==> src/rtl/convo_channel_sched.sv <==
// Channel scheduler for a 3x3 convolution core: accumulates NUM_CH per-channel core results
// into one output pixel per frame step. Optional bias preload is enabled by defining CONVO_BIAS_EN.
module convo_channel_sched #(
    parameter int NUM_CH = 3,
    parameter int CH_W   = 4,
    parameter int PIX_W  = 16
) (
    input  logic             clk,
    input  logic             rst,
    input  logic             start,
    input  logic [PIX_W-1:0] cfg_pix_count,
    output logic             busy,
    output logic             done,
`ifdef CONVO_BIAS_EN
    input  logic [31:0]      bias,
    input  logic             cfg_bias_we,
`endif
    input  logic             win_valid,
    output logic             win_ready,
    output logic [CH_W-1:0]  kernel_sel,
    output logic             core_valid,
    input  logic [31:0]      core_data,
    output logic [31:0]      add_a,
    output logic [31:0]      add_b,
    input  logic [31:0]      add_sum,
    output logic [31:0]      out_data,
    output logic             out_valid,
    input  logic             out_ready
);

    typedef enum logic [1:0] {
        IDLE = 2'd0,
        RUN  = 2'd1,
        HOLD = 2'd2
    } state_t;

    state_t           state, state_nxt;
    logic [CH_W-1:0]  ch_cnt;
    logic [PIX_W-1:0] pix_rem;
    logic [31:0]      acc;
    logic             accept;
    logic             last_ch;
    logic             first_ch;
    logic             frame_go;
    logic             frame_empty;
    logic             pix_taken;

`ifdef CONVO_BIAS_EN
    logic [31:0]      bias_q;
`endif

    // Handshakes: a transfer happens on a rising edge where valid and ready are both high.
    // valid never waits on ready; win_ready depends only on state, and out_valid is
    // driven only from HOLD, so a pixel handshake and a window accept can never coincide.
    assign accept      = win_valid && win_ready;
    assign last_ch     = (ch_cnt == CH_W'(NUM_CH - 1));
    assign first_ch    = (ch_cnt == '0);
    assign frame_go    = (state == IDLE) && start && (cfg_pix_count != '0);
    assign frame_empty = (state == IDLE) && start && (cfg_pix_count == '0);
    assign pix_taken   = (state == HOLD) && out_ready;

    assign busy       = (state != IDLE);
    assign win_ready  = (state == RUN);
    assign out_valid  = (state == HOLD);
    assign core_valid = accept;
    assign kernel_sel = ch_cnt;
    assign out_data   = acc;
    assign add_b      = core_data;

`ifdef CONVO_BIAS_EN
    assign add_a = first_ch ? bias_q : acc;
`else
    assign add_a = acc;
`endif

    always_ff @(posedge clk or posedge rst) begin
        if (rst) begin
            state <= IDLE;
        end else begin
            state <= state_nxt;
        end
    end

    always_comb begin
        state_nxt = state;
        case (state)
            IDLE: begin
                if (frame_go) begin
                    state_nxt = RUN;
                end
            end
            RUN: begin
                if (accept && last_ch) begin
                    state_nxt = HOLD;
                end
            end
            HOLD: begin
                if (out_ready) begin
                    state_nxt = (pix_rem == '0) ? IDLE : RUN;
                end
            end
            default: state_nxt = IDLE;
        endcase
    end

    always_ff @(posedge clk or posedge rst) begin
        if (rst) begin
            ch_cnt  <= '0;
            pix_rem <= '0;
            acc     <= 32'h0;
            done    <= 1'b0;
        end else begin
            done <= frame_empty || (pix_taken && (pix_rem == '0));
            if (frame_go) begin
                pix_rem <= cfg_pix_count;
                ch_cnt  <= '0;
            end else if (accept) begin
                if (last_ch) begin
                    ch_cnt  <= '0;
                    pix_rem <= pix_rem - PIX_W'(1);
                end else begin
                    ch_cnt <= ch_cnt + CH_W'(1);
                end
            end
            if (accept) begin
`ifdef CONVO_BIAS_EN
                acc <= add_sum;
`else
                // The first channel starts a fresh sum; later channels add through the external adder.
                acc <= first_ch ? core_data : add_sum;
`endif
            end
        end
    end

`ifdef CONVO_BIAS_EN
    always_ff @(posedge clk or posedge rst) begin
        if (rst) begin
            bias_q <= 32'h0;
        end else if ((state == IDLE) && cfg_bias_we) begin
            bias_q <= bias;
        end
    end
`endif

endmodule

==> config.mk <==
export PLATFORM = sky130hd
export DESIGN_NAME = convo_channel_sched
export DESIGN_NICKNAME = d
export VERILOG_FILES = /design/src/rtl/convo_channel_sched.sv
export SDC_FILE = /design/constraint.sdc
export NUM_CORES = 1
export LEC_CHECK = 0
export BUFFER_PORTS_ARGS = -buffer_cell sky130_fd_sc_hd__buf_2
export CAP_MARGIN = 20
export CORE_ASPECT_RATIO = 0.8
export CORE_MARGIN = 2
export CORE_UTILIZATION = 44
export DETAILED_ROUTE_END_ITERATION = 12
export PLACE_DENSITY_LB_ADDON = 0.3
export SLEW_MARGIN = 20
export SYNTH_ARGS = -nofsm -noshare
export SYNTH_HDL_FRONTEND = slang
export SYNTH_SLANG_ARGS = --single-unit
==> constraint.sdc <==
create_clock -name clk -period 2.4 [get_ports clk]
set_clock_uncertainty 0.2 [all_clocks]
set_input_delay 0.24 -clock clk [delete_from_list [all_inputs] [get_ports clk]]
set_output_delay 0.24 -clock clk [all_outputs]
set_load 0.01 [all_outputs]
==> run_results.csv <==
group,metric,value,unit
cells_and_area,mostFrequentLayoutCells,"buf_2 (189), dfrtp_1 (55), nor2_1 (49)",
sta,rsz0062_at_grt,"false",
global_routing,antenna_found_initial,0,
cells_and_area,stdcell_count,586,
cells_and_area,diodes,0,
placement,gp_congestion,0.839,
route,drc,0,
route,vias,2988,
sta,post-route-period-util,95.2,%
sta,slew_headroom,61.4,%
sta,period_minus_slack,2280,ps
route,wl,8140,µm
route,drt-initial-drc-count,134,
floorplanning,pin_count,190,
route,firstDrtPassIters,4,
run,maxCapViolations,0,
floorplanning,core-area,7320,µm²
clock_network,cts.clk_slew.worst_paths,100,ps
clock_network,clk_latency,300,ps
clock_network,cts_tree,"yes",
critical_path,cp-start-kind,"input pin",
critical_path,cp-end-kind,"register",
synth,ys_seq_area_share,41.7,%
synth,yosysWarnings,0,
route,routed_via_density,5.10,
synth,yosysUniqueCellTypes,46,
sta,slew_viol_final,0,
sta,tns,0,ps
floorplanning,die_y,81.5,µm
critical_path,cp_data_arrival_time,2280,ps
clock_network,numClockSinks,55,
worst_hold_path,worstHoldPathType,"input pin to register",
floorplanning,die-width,101,µm
synth,synth_flop_cell,"dfrtp_1",
route,drtAntennaViolNets,0,
floorplanning,die-area,8220,µm²
placement,place_ws,230,ps
critical_path,reg2reg_from,"pix_rem[0]",
cells_and_area,drive_gt1_share,43.5,%
synth,avgSynthCellArea,9.28,µm²
worst_hold_path,hp-start,"add_sum[31]",
sta,tightest_slew,578,ps
synth,synth_nets,442,
cells_and_area,final_nets,581,
outcome,outcome,"finished, final reports clean",
clock_network,postCtsSetupBuffers,0,
synth,async_flop_share,100,%
sta,max_freq,438,MHz
synth,synthesis.area,3300,µm²
cells_and_area,layout.cells.most_common,"buf_2",
global_routing,gr-total-overflow,0,
clock_network,cts_root_buf,"clkbuf_8",
pwr,p_leak,2.09,nW
route,wl_per_cell,13.9,µm
synth,ys_ff_latch,55,
pwr,power_density,1200,nW/µm²
clock_network,cts-buffers-inserted,5,
cells_and_area,area_delta_synth_final,25.5,%
floorplanning,initial_core_util,45.1,%
placement,dpl.cell_count,562,
clock_network,clock_path_buffers,2,
global_routing,grt_pass1_wl,12500,µm
critical_path,cp-startpoint,"cfg_pix_count[1]",
pwr,ir_drop,618,µV
global_routing,gr-usage-all-layers,19.2,%
floorplanning,num_rows,28,
critical_path,path_class,"input pin to register",
sta,finalHoldViolCount,0,
critical_path,critical_path.max_fanout,23,
critical_path,cp.required,2400,ps
global_routing,grt_max_degree,66,
clock_network,cts.htree.levels,2,
synth,synth_edf_count,0,
placement,place_hpwl,6100,µm
sta,worst_slack,116,ps
sta,setup_viol,0,
placement,io_buffers,189,
global_routing,grt_pass1_vias,2628,
synth,syn-instance-count,356,
[worst paths after layout]
check                               to  slack, ps  cells after the start
setup / recovery           pix_rem[15]        120                      8
hold / removal               add_a[31]         30                      3
setup reg to reg            pix_rem[8]        190                      6
hold reg to reg                   done        300                      1
max in group asynchronous     add_a[1]       1100                      4
min in group asynchronous    add_a[16]        340                      3
[synthesized netlist by cell type, types with 2 or more instances]
| cell type | number | area [µm²] |
|---|---|---|
| nand3_1 | 5 | 25.0 |
| a22oi_1 | 3 | 22.5 |
| or3_4 | 2 | 22.5 |
| a221o_1 | 4 | 40.0 |
| a21oi_1 | 41 | 205 |
| o21ai_0 | 9 | 45.0 |
| clkbuf_1 | 13 | 48.8 |
| mux2i_1 | 33 | 330 |
| nand4_1 | 2 | 12.5 |
| nor2_1 | 49 | 184 |
| buf_6 | 2 | 22.5 |
| o21ai_1 | 5 | 25.0 |
| nor3_1 | 7 | 35.0 |
| inv_1 | 6 | 22.5 |
| nor4_1 | 7 | 43.8 |
| nand2_1 | 11 | 41.3 |
| xor2_1 | 4 | 35.0 |
| buf_4 | 67 | 503 |
| dfrtp_1 | 55 | 1380 |
| o211ai_1 | 2 | 15.0 |
| and3_1 | 4 | 25.0 |
[layout make-up]
| cell class | count | area, µm² |
|---|---|---|
| clock buffer | 7 | 76.3 |
| clock inverter | 1 | 5.00 |
| fill | 662 | 3180 |
| inverter | 7 | 26.3 |
| multi-input combinational | 211 | 1340 |
| sequential | 55 | 1380 |
| tap | 90 | 113 |
| timing repair buffer | 215 | 1210 |
[per-layer routing]
metal / vias up / part of all wire, % / global-route usage [%] / wire, µm
met1: 1385 / 43 / 25.9 / 3540
met2: 131 / 49 / 32.7 / 4000
li1: 1463 / - / - / -
met5: - / 0 / 0 / 0
met4: 0 / 0.73 / 3.42 / 59
met3: 9 / 6.7 / 3.66 / 543
[registers in the layout (all words and copies together) (netlist names)]
| signal | cells |
|---|---|
| done | 1 |
| state | 2 |
| kernel_sel | 4 |
| pix_rem | 16 |
| add_a | 32 |
[where the power goes]
group / leakage (nW) / internal (mW) / total, mW / switching [mW]
sequential: 0.644 / 1.35 / 1.76 / 0.409
combinational: 1.40 / 1.25 / 2.72 / 1.47
clock: 0.0422 / 0.206 / 0.496 / 0.290
total: 2.09 / 2.81 / 4.98 / 2.17
[timing repair]
item                                    4_1_cts  5_1_grt
hold buffers                                 16        0
endpoints found under the hold margin        40        0
resized for setup                             0        2
endpoints found under the setup margin        0       14
[metrics by stage]
step | cell area [µm²] | utilization, % | power, mW | hold WS, ps
4_1_cts | 4130 | 56.4 | 5.03 | 23.6
2_1_floorplan | 3300 | - | 3.84 | 148
5_1_grt | 4140 | 56.6 | 5.44 | 22.7
3_3_place_gp | 3890 | 53.1 | 4.43 | 122
6_report | 4140 | 56.6 | 4.98 | 31.6
3_5_place_dp | 3890 | 53.1 | 4.50 | 138
[logic make-up (layout without fill, tap and decap cells)]
group / after synthesis / count (layout) / share of synthesized area, %
muxes: 33 / 33 / 10.0
buffers and inverters: 90 / 230 / 18.3
AOI/OAI and AO/OA: 77 / 77 / 14.3
and+or+nand+nor: 95 / 95 / 14.0
adders and majority gates: 1 / 1 / 0.379
xor gates and xnor gates: 5 / 5 / 1.33
DFF: 55 / 55 / 41.7
[worst max-delay path, stage by stage]
cell	delay (ps)
dlygate4sd3_1	550
buf_2	140
nor4_1	350
nand4_1	180
and3_1	200
buf_4	210
a22o_1	260
a21o_1	150
Note: power is estimated with default switching activity, not from simulation.
